File: config.mk
export PLATFORM = sky130hd
export DESIGN_NAME = nock_execute_flat
export DESIGN_NICKNAME = d
export VERILOG_FILES = /design/src/rtl/nock_execute_if.sv /design/src/rtl/nock_execute.sv /design/src/flat_wrapper.sv
export SDC_FILE = /design/constraint.sdc
export NUM_CORES = 1
export LEC_CHECK = 0
export ABC_AREA = 1
export ABC_CLOCK_PERIOD_IN_PS = 7900
export CAP_MARGIN = 20
export CORE_MARGIN = 4
export CORE_UTILIZATION = 42
export CTS_CLUSTER_DIAMETER = 120
export DETAILED_ROUTE_END_ITERATION = 8
export GPL_TIMING_DRIVEN = 0
export PLACE_DENSITY = 0.73
export SLEW_MARGIN = 25
export SYNTH_ARGS = -nofsm -noshare
export SYNTH_HDL_FRONTEND = slang
export SYNTH_SLANG_ARGS = --single-unit
File: constraint.sdc
create_clock -name clk -period 7.9 [get_ports clk]
set_input_delay 1.975 -clock clk [delete_from_list [all_inputs] [get_ports clk]]
set_output_delay 1.975 -clock clk [all_outputs]
set_load 0.01 [all_outputs]
File: src/rtl/nock_execute_if.sv
// Memory bus between the Nock execution unit (master) and cell memory (slave).
// One-cycle request strobe; mem_ready doubles as idle and read-data-valid.
interface nock_execute_if #(
    parameter int unsigned ADDR_W = 10,
    parameter int unsigned DATA_W = 64
);
    logic              mem_execute;
    logic [1:0]        mem_func;
    logic [ADDR_W-1:0] address;
    logic [DATA_W-1:0] write_data;
    logic              mem_ready;
    logic [DATA_W-1:0] read_data;
    logic [ADDR_W-1:0] free_addr;

    modport master (
        output mem_execute, mem_func, address, write_data,
        input  mem_ready, read_data, free_addr
    );

    modport slave (
        input  mem_execute, mem_func, address, write_data,
        output mem_ready, read_data, free_addr
    );
endinterface

File: src/rtl/nock_execute.sv
// Nock execution module: evaluates *[subject formula] for opcodes 0 (slot) and 1 (constant)
// and writes the result back into the originating cell, or reports an error code.
module nock_execute #(
    parameter int unsigned ADDR_W       = 10,
    parameter int unsigned DATA_W       = 64,
    parameter logic [3:0]  RET_SYS_FUNC = 4'h1,
    parameter logic [3:0]  RET_STATE    = 4'h0
) (
    input  logic              clk,
    input  logic              rst,
    input  logic              execute_start,
    input  logic [ADDR_W-1:0] execute_address,
    input  logic [7:0]        execute_tag,
    input  logic [DATA_W-1:0] execute_data,
    nock_execute_if.master    bus,
    output logic              finished,
    output logic [7:0]        error,
    output logic [3:0]        execute_return_sys_func,
    output logic [3:0]        execute_return_state
);
    localparam logic [3:0] ST_IDLE       = 4'd0;
    localparam logic [3:0] ST_FETCH      = 4'd1;
    localparam logic [3:0] ST_WAIT_F     = 4'd2;
    localparam logic [3:0] ST_SLOT       = 4'd3;
    localparam logic [3:0] ST_SLOT_WAIT  = 4'd4;
    localparam logic [3:0] ST_WRITE      = 4'd5;
    localparam logic [3:0] ST_WRITE_WAIT = 4'd6;
    localparam logic [3:0] ST_FIN        = 4'd7;
    localparam logic [3:0] ST_DONE       = 4'd8;

    localparam logic [1:0] FUNC_READ  = 2'd0;
    localparam logic [1:0] FUNC_WRITE = 2'd1;

    logic [3:0]        r_state;
    logic [ADDR_W-1:0] r_cell_addr;
    logic [ADDR_W-1:0] r_form_ptr;
    logic [27:0]       r_subj;
    logic              r_subj_atom;
    logic [27:0]       r_res;
    logic              r_res_atom;
    logic [27:0]       r_axis;
    logic [4:0]        r_idx;
    logic              r_skip;
    logic              r_mem_execute;
    logic [1:0]        r_mem_func;
    logic [ADDR_W-1:0] r_address;
    logic [DATA_W-1:0] r_write_data;
    logic              r_finished;
    logic [7:0]        r_error;
    logic [3:0]        r_sys_func;
    logic [3:0]        r_ret_state;

    logic [7:0]  w_f_tag;
    logic [27:0] w_f_head;
    logic [27:0] w_f_tail;
    logic [4:0]  w_msb;
    logic        w_rd_ok;
    logic        w_unused;

    assign w_f_tag  = bus.read_data[63:56];
    assign w_f_head = bus.read_data[55:28];
    assign w_f_tail = bus.read_data[27:0];

    // Response is only trusted after the strobe cycle and one skip cycle have passed.
    assign w_rd_ok = !r_mem_execute && !r_skip && bus.mem_ready;

    always_comb begin
        w_msb = 5'd0;
        for (int i = 0; i < 28; i++) begin
            if (w_f_tail[i]) w_msb = 5'(i);
        end
    end

    always_ff @(posedge clk or posedge rst) begin
        if (rst) begin
            r_state       <= ST_IDLE;
            r_cell_addr   <= '0;
            r_form_ptr    <= '0;
            r_subj        <= '0;
            r_subj_atom   <= 1'b0;
            r_res         <= '0;
            r_res_atom    <= 1'b0;
            r_axis        <= '0;
            r_idx         <= '0;
            r_skip        <= 1'b0;
            r_mem_execute <= 1'b0;
            r_mem_func    <= FUNC_READ;
            r_address     <= '0;
            r_write_data  <= '0;
            r_finished    <= 1'b0;
            r_error       <= '0;
            r_sys_func    <= '0;
            r_ret_state   <= '0;
        end else begin
            r_mem_execute <= 1'b0;
            r_mem_func    <= FUNC_READ;
            r_address     <= '0;
            r_write_data  <= '0;
            if (r_skip && !r_mem_execute) r_skip <= 1'b0;

            case (r_state)
                ST_IDLE: begin
                    if (execute_start) begin
                        r_cell_addr <= execute_address;
                        r_form_ptr  <= execute_data[ADDR_W-1:0];
                        r_subj      <= execute_data[55:28];
                        r_subj_atom <= execute_tag[1];
                        r_error     <= '0;
                        r_sys_func  <= '0;
                        r_ret_state <= '0;
                        if (execute_tag[0]) begin
                            r_error <= 8'd1;
                            r_state <= ST_FIN;
                        end else begin
                            r_state <= ST_FETCH;
                        end
                    end
                end
                ST_FETCH: begin
                    if (bus.mem_ready) begin
                        r_mem_execute <= 1'b1;
                        r_address     <= r_form_ptr;
                        r_skip        <= 1'b1;
                        r_state       <= ST_WAIT_F;
                    end
                end
                ST_WAIT_F: begin
                    if (w_rd_ok) begin
                        if (!w_f_tag[1]) begin
                            r_error <= 8'd1;
                            r_state <= ST_FIN;
                        end else if (w_f_head == 28'd1) begin
                            r_res      <= w_f_tail;
                            r_res_atom <= w_f_tag[0];
                            r_state    <= ST_WRITE;
                        end else if (w_f_head == 28'd0) begin
                            if (!w_f_tag[0] || w_f_tail == 28'd0) begin
                                r_error <= 8'd3;
                                r_state <= ST_FIN;
                            end else begin
                                r_res      <= r_subj;
                                r_res_atom <= r_subj_atom;
                                r_axis     <= w_f_tail;
                                r_idx      <= w_msb - 5'd1;
                                r_state    <= (w_f_tail == 28'd1) ? ST_WRITE : ST_SLOT;
                            end
                        end else begin
                            r_error <= 8'd2;
                            r_state <= ST_FIN;
                        end
                    end
                end
                ST_SLOT: begin
                    if (r_res_atom) begin
                        r_error <= 8'd3;
                        r_state <= ST_FIN;
                    end else if (bus.mem_ready) begin
                        r_mem_execute <= 1'b1;
                        r_address     <= r_res[ADDR_W-1:0];
                        r_skip        <= 1'b1;
                        r_state       <= ST_SLOT_WAIT;
                    end
                end
                ST_SLOT_WAIT: begin
                    if (w_rd_ok) begin
                        // Axis bit 0 selects the head, 1 selects the tail.
                        if (r_axis[r_idx]) begin
                            r_res      <= w_f_tail;
                            r_res_atom <= w_f_tag[0];
                        end else begin
                            r_res      <= w_f_head;
                            r_res_atom <= w_f_tag[1];
                        end
                        if (r_idx == 5'd0) begin
                            r_state <= ST_WRITE;
                        end else begin
                            r_idx   <= r_idx - 5'd1;
                            r_state <= ST_SLOT;
                        end
                    end
                end
                ST_WRITE: begin
                    if (bus.mem_ready) begin
                        r_mem_execute <= 1'b1;
                        r_mem_func    <= FUNC_WRITE;
                        r_address     <= r_cell_addr;
                        r_write_data  <= {6'b100000, r_res_atom, 1'b0, r_res, 28'd0};
                        r_skip        <= 1'b1;
                        r_state       <= ST_WRITE_WAIT;
                    end
                end
                ST_WRITE_WAIT: begin
                    if (w_rd_ok) r_state <= ST_FIN;
                end
                ST_FIN: begin
                    r_finished  <= 1'b1;
                    r_sys_func  <= (r_error == 8'd0) ? RET_SYS_FUNC : 4'hF;
                    r_ret_state <= (r_error == 8'd0) ? RET_STATE : 4'h0;
                    r_state     <= ST_DONE;
                end
                ST_DONE: begin
                    r_finished <= 1'b0;
                    if (!execute_start) r_state <= ST_IDLE;
                end
                default: r_state <= ST_IDLE;
            endcase
        end
    end

    assign bus.mem_execute          = r_mem_execute;
    assign bus.mem_func             = r_mem_func;
    assign bus.address              = r_address;
    assign bus.write_data           = r_write_data;
    assign finished                 = r_finished;
    assign error                    = r_error;
    assign execute_return_sys_func  = r_sys_func;
    assign execute_return_state     = r_ret_state;

    // free_addr is reserved for allocating opcodes; tag/upper pointer bits are not needed here.
    assign w_unused = ^{bus.free_addr, execute_data[63:56], execute_data[27:ADDR_W]};
endmodule

File: src/flat_wrapper.sv
// flat-port wrapper written by rule: the top's interface ports become plain ports
module nock_execute_flat 
#(
    parameter int unsigned ADDR_W       = 10,
    parameter int unsigned DATA_W       = 64,
    parameter logic [3:0]  RET_SYS_FUNC = 4'h1,
    parameter logic [3:0]  RET_STATE    = 4'h0
)
  (clk, rst, execute_start, execute_address, execute_tag, execute_data, finished, error, execute_return_sys_func, execute_return_state, bus_mem_execute, bus_mem_func, bus_address, bus_write_data, bus_mem_ready, bus_read_data, bus_free_addr);
  nock_execute_if #(.ADDR_W(ADDR_W), .DATA_W(DATA_W)) bus_i ();
  input  logic clk;
  input  logic rst;
  input  logic execute_start;
  input  logic [ADDR_W-1:0] execute_address;
  input  logic [7:0] execute_tag;
  input  logic [DATA_W-1:0] execute_data;
  output logic finished;
  output logic [7:0] error;
  output logic [3:0] execute_return_sys_func;
  output logic [3:0] execute_return_state;
  output wire logic [$bits(bus_i.mem_execute)-1:0] bus_mem_execute;
  output wire logic [$bits(bus_i.mem_func)-1:0] bus_mem_func;
  output wire logic [$bits(bus_i.address)-1:0] bus_address;
  output wire logic [$bits(bus_i.write_data)-1:0] bus_write_data;
  input wire logic [$bits(bus_i.mem_ready)-1:0] bus_mem_ready;
  input wire logic [$bits(bus_i.read_data)-1:0] bus_read_data;
  input wire logic [$bits(bus_i.free_addr)-1:0] bus_free_addr;
  assign bus_mem_execute = bus_i.mem_execute;
  assign bus_mem_func = bus_i.mem_func;
  assign bus_address = bus_i.address;
  assign bus_write_data = bus_i.write_data;
  assign bus_i.mem_ready = bus_mem_ready;
  assign bus_i.read_data = bus_read_data;
  assign bus_i.free_addr = bus_free_addr;
  nock_execute #(.ADDR_W(ADDR_W), .DATA_W(DATA_W), .RET_SYS_FUNC(RET_SYS_FUNC), .RET_STATE(RET_STATE)) u_core (.clk(clk), .rst(rst), .execute_start(execute_start), .execute_address(execute_address), .execute_tag(execute_tag), .execute_data(execute_data), .bus(bus_i), .finished(finished), .error(error), .execute_return_sys_func(execute_return_sys_func), .execute_return_state(execute_return_state));
endmodule
# Word-level counts from Yosys, hierarchy flattened
# Cells that the tools add are included.
dict set report totals {
  out_inout_bits 94
  reg_bits 210
  input_bits 160
}
dict set report op_classes {
  bitwise 2
  addsub 2
  n_mux 100
  reduce_logical 24
  magnitude_cmp 1
  n_eq_ne 28
}
# cell n
set op_table {}
lappend op_table {{$mux W28} 7}
lappend op_table {{$mux W5} 33}
lappend op_table {{$mux W64} 2}
lappend op_table {{$mux W4} 15}
lappend op_table {{$eq A28 B1 Y1 const B} 2}
lappend op_table {{$logic_not A28 Y1} 2}
lappend op_table {{$mux W8} 7}
lappend op_table {{$pmux W28 S2} 1}
lappend op_table {{$mux W10} 4}
lappend op_table {{$pmux W4 S9} 1}
lappend op_table {{$pmux W10 S3} 1}
lappend op_table {{$pmux W8 S3} 1}
lappend op_table {{$reduce_and A6 Y1} 3}
lappend op_table {{$eq A4 B3 Y1 const B} 4}
lappend op_table {{$mux W1} 16}
lappend op_table {{$ne A2 B2 Y1 const B} 8}
lappend op_table {{$pmux W4 S2} 2}
lappend op_table {{$reduce_and A8 Y1} 2}
lappend op_table {{$ne A2 B1 Y1 const B} 5}
lappend op_table {{$pmux W5 S2} 1}
lappend op_table {{$sub A5 B1 Y5 const B} 2}
lappend op_table {{$mux W3} 3}
lappend op_table {{$eq A4 B2 Y1 const B} 2}
lappend op_table {{$logic_not A8 Y1} 1}
lappend op_table {{other kinds (20)} 32}

# Logic depth before layout (Yosys ltp)
dict set report depth {
  ltp_word 34
  ltp_mapped 32
}

# Least setup slack after synthesis
# No wires, ideal clock.
dict set report synth_timing {
  path_type {input port to flip-flop}
  start {in bus_read_data[2]}
  end {reg u_core.r_idx[2]}
  cell_stages 32
  path_slack_ns 4.108
  arrival_time_ns 3.663
  path_buffers 0
  setup_ns 0.129
  path_cell_list {inv_2 nand2_1 nand2_1 nand2_1 nand2_1 nand2_1 nand2_1 nand2_1 nand2_1 nand2_1 nand2_1 nand2_1 nand2_1 nand2_1 nand2_1 nand2_1 nand2_1 nand2_1 nand2_1 nand2_1 nand2_1 nand2_1 nand2_1 nand2_1 nand2_1 nand2_1 nand2_1 nand2_2 ha_1 xor2_1 nand2_1 o21ai_0}
}
dict set report synth_via {
  elab_chain_cells 33
  elab_cells_between_ends 37
}
# item line_no
set synth_lines {}
lappend synth_lines {{from (decl)} flat_wrapper.sv:26} ;# input wire logic [$bits(bus_i.read_data)-1:0] bus_read_data;
lappend synth_lines {{$mux W5 (26 in series)} nock_execute.sv:70} ;# if (w_f_tail[i]) w_msb = 5'(i);
lappend synth_lines {{$sub A5 B1 Y5} nock_execute.sv:144} ;# r_idx <= w_msb - 5'd1;
lappend synth_lines {{$mux W5} nock_execute.sv:137} ;# if (!w_f_tag[0] || w_f_tail == 28'd0) begin
lappend synth_lines {{$mux W5} nock_execute.sv:136} ;# end else if (w_f_head == 28'd0) begin
lappend synth_lines {{$mux W5} nock_execute.sv:132} ;# end else if (w_f_head == 28'd1) begin
lappend synth_lines {{$mux W5} nock_execute.sv:129} ;# if (!w_f_tag[1]) begin
lappend synth_lines {{$mux W5} nock_execute.sv:128} ;# if (w_rd_ok) begin
lappend synth_lines {{$pmux W5 S2} nock_execute.sv:101} ;# case (r_state)
lappend synth_lines {{to (signal assigned)} nock_execute.sv:144}
lappend synth_lines {{to (signal assigned)} nock_execute.sv:177} ;# r_idx <= r_idx - 5'd1;
lappend synth_lines {{to (decl)} nock_execute.sv:42} ;# logic [4:0] r_idx;
# Parallel ways exist; a longest one is shown, timed or not. The select of a mux whose other input is x is not followed.
# A chain may end at the register's enable or synchronous reset.

# Final worst setup path
dict set report layout_timing {
  start {in bus_read_data[2]}
  end {reg u_core.r_idx[4]}
}
# The elaborated chain is that of the path after synthesis.

==> run metrics <==
status finished clean; LEAKAGE 5.14 nW; via count around 7800; Post-synth EDFFs 0; Synth top area share 0.501; clock network power share 0.253; Most common cell on crit path nand2_1; Die Ht 147 um; setup TNS 0 ps; H-tree depth 4; CTS Sinks 162; Seq cells post-synth 162; vias in the first global route 7596; Syn Area/Cell 7.77 um^2; Setup Skew approximately 14 ps; Max Slew Vio Count 0; Int Pwr 2.09 mW; drt wl/cell around 16 um; Place WS approximately 3200 ps; DRC 0; # diodes 0; multi-input logic area 0.00322 mm^2; # Post-CTS Setup Buffers 0; Comb power frac 0.378; WHS 468 ps; Reg clk slew, reported paths 60 ps; Crit. End Element register; ys async rst share 1.00; Crit Path Max Fanout 4; layout cells sized above 1 0.0876; RR Startpoint u_core.r_state[3]; area delta synth->final 33.7%; hpwl dp between 15000 and 20000 um; core box area 0.0188 mm^2; # rows 50; Routability Congestion about 0.96; final core utilization 0.574; post-DR vias/cell 5.09; Starting Density 0.430; Peak supply drop about 0.19 mV; Seq. cell area 0.00405 mm^2; P_sw 1.29 mW; num ports around 250; crit path kind input pin to register; most common cell in the synthesized netlist nand2_1; sw frac 0.381; Worst Hold Path EP u_core.r_subj[15]; antenna violations before repair 0; Seq/Total Area, Yosys 0.501; setup slack, reg-to-reg 5320 ps; Die X 147 um; number of max-cap violations 0; Final ANT Viol Nets 0; Worst Path Required 8210 ps; post-synth cell types 36; synthesized cell area a little over 0.008 mm^2; final hold violation count 0; die area ~0.022 mm^2; power per cell area around 310 mW/mm^2; slowest cell on the critical path clkdlybuf4s50_1; hold path startpoint u_core.r_subj[15]; layout net count 1426; Hold Path Stages 2; Area contributors post-synth dfrtp_1 50%, nand2_1 12%, o21ai_0 7.5%; Max Freq 229 MHz; Synth Warn # 0; final instance area 0.0108 mm^2; Gate Count Post-Synth 1042; Slew @ Worst Pin around 720 ps; total grt overflow 0; Global Route Usage Sum 0.233; top_reg_cell synth dfrtp_1; Reg-to-Reg End u_core.r_idx[4]; first-pass GRT wire length between 30000 and 40000 um; most frequent cells after synthesis 259 x nand2_1, 162 x dfrtp_1, 122 x nor2_1, 122 x o21ai_0, 92 x inv_1; largest net degree at the start of global routing 86; CP top delay family simple AND/OR/NAND/NOR gates; CTS tree built; Max Buffers Root-to-Sink 2; Final Cycle Share 0.553; sequential share of power 0.369; Routed WL 25000 um; area post-placement 0.0102 mm^2; cts bufs inserted 17; drt initial violations ~750; clock latency on the worst-skew pair 440 ps; R2R depth 10; top cell type by total area after synthesis dfrtp_1; cts repair resizes 0; slew margin rel. 0.518; buffers added on ports 159; drt pass-1 iters 6; CP arrival 4680 ps; Critical path buffers and inverters 2; Final Setup Violations 0; fillers approximately 1700; worst setup margin between 3000 and 4000 ps; max incr delay on CP 520 ps; Worst setup SP type input pin; unrepaired setup endpoints after global routing false; Tmin final 4370 ps; Min-Delay Path Class register to register; CTS root buf clkbuf_16; cts hold-fix bufs 0
==> how the worst max path moves through the flow <==
stage,cells after the start,end,slack (ps),from
2_1_floorplan,1,u_core.bus.address[0],1550,rst
5_1_grt,33,u_core.r_idx[4],3170,bus_read_data[2]
3_5_place_dp,33,u_core.r_idx[4],3160,bus_read_data[2]
6_report,33,u_core.r_idx[4],3530,bus_read_data[2]
3_3_place_gp,2,u_core.r_subj[16],-640,rst
4_1_cts,33,u_core.r_idx[4],3560,bus_read_data[2]
==> worst reg2reg max path, delay by kind of cell (launching register included) <==
| family | cells | cell delay (ps) |
|---|---|---|
| adder cells (fa/ha/maj) | 1 | 200 |
| buffers and inverters | 2 | 580 |
| flip-flops | 1 | 420 |
| XOR/XNOR | 1 | 160 |
| AO/OA/AOI/OAI | 1 | 100 |
| AND/OR/NAND/NOR | 5 | 1020 |
==> through the flow <==
| stage | total power, mW | std cells |
|---|---|---|
| after floorplan | 2.05 | 1086 |
| after global placement | 2.48 | 1505 |
| after detailed placement | 2.51 | 1506 |
| after CTS | 3.38 | 1538 |
| after global routing | 3.61 | 1538 |
| final | 3.39 | 1538 |
==> sequential cells by signal (all words and copies together), names as in the netlist <==
signal,flops
u_core.r_state,4
u_core.bus.mem_execute,1
u_core.r_form_ptr,10
u_core.finished,1
u_core.r_cell_addr,10
u_core.r_res,28
u_core.r_subj,28
u_core.r_res_atom,1
u_core.bus.mem_func,1
u_core.bus.write_data,29
u_core.error,2
u_core.execute_return_sys_func,2
u_core.r_axis,28
u_core.r_idx,5
u_core.r_skip,1
u_core.r_subj_atom,1
u_core.bus.address,10
==> layout make-up <==
| cell class | count | area share |
|---|---|---|
| buffer | 96 | 0.0519 |
| clock buffer | 24 | 0.0445 |
| clock inverter | 8 | 0.0117 |
| inverter | 112 | 0.0396 |
| multi-input combinational | 716 | 0.298 |
| sequential | 162 | 0.375 |
| tap | 260 | 0.0301 |
| timing repair buffer | 160 | 0.150 |
==> cells by family after synthesis <==
| group | after synthesis | share of synthesized area |
|---|---|---|
| other | 1 | 0.000463 |
| adders and majority gates | 1 | 0.00155 |
| and+or+nand+nor | 422 | 0.206 |
| DFF | 162 | 0.501 |
| xor gates and xnor gates | 2 | 0.00216 |
| AOI/OAI and AO/OA | 246 | 0.167 |
| buffers and inverters | 208 | 0.121 |
==> cells in the final DEF, fill, tap and decap left out, types with 2 or more instances in the layout <==
master             n
buf_1              5
nand2_2            2
clkdlybuf4s50_1  159
dfrtp_1          162
a31oi_1           31
nor2_2             2
conb_1            45
xor2_1             2
clkbuf_16         17
clkbuf_8           3
o21ai_1           10
nand3_1           19
o21ai_0          122
buf_2             11
nor2_1           122
a22oi_1            2
clkbuf_1          34
nand4_1            7
o221ai_1          10
nor3_1             8
inv_2             13
a21oi_1           57
bufinv_16          3
buf_4             50
clkinvlp_4         3
clkinv_1           7
o22ai_1            6
nand2_1          259
inv_1             91
==> layer usage <==
layer,wire (um),vias up,global-route usage
li1,-,3724,-
met1,11100,3679,0.331
met2,11300,388,0.355
met3,2030,44,0.0466
met4,633,0,0.0851
met5,0,-,0
==> power by group through the flow <==
stage,Combinational [mW],Sequential (mW),Clock [mW]
floorplan,0.817,1.23,0
global placement,1.23,1.25,0
detailed placement,1.26,1.26,0
CTS,1.27,1.25,0.863
global route,1.43,1.28,0.902
finish,1.28,1.25,0.857
Power figures use the tool's default switching activity.
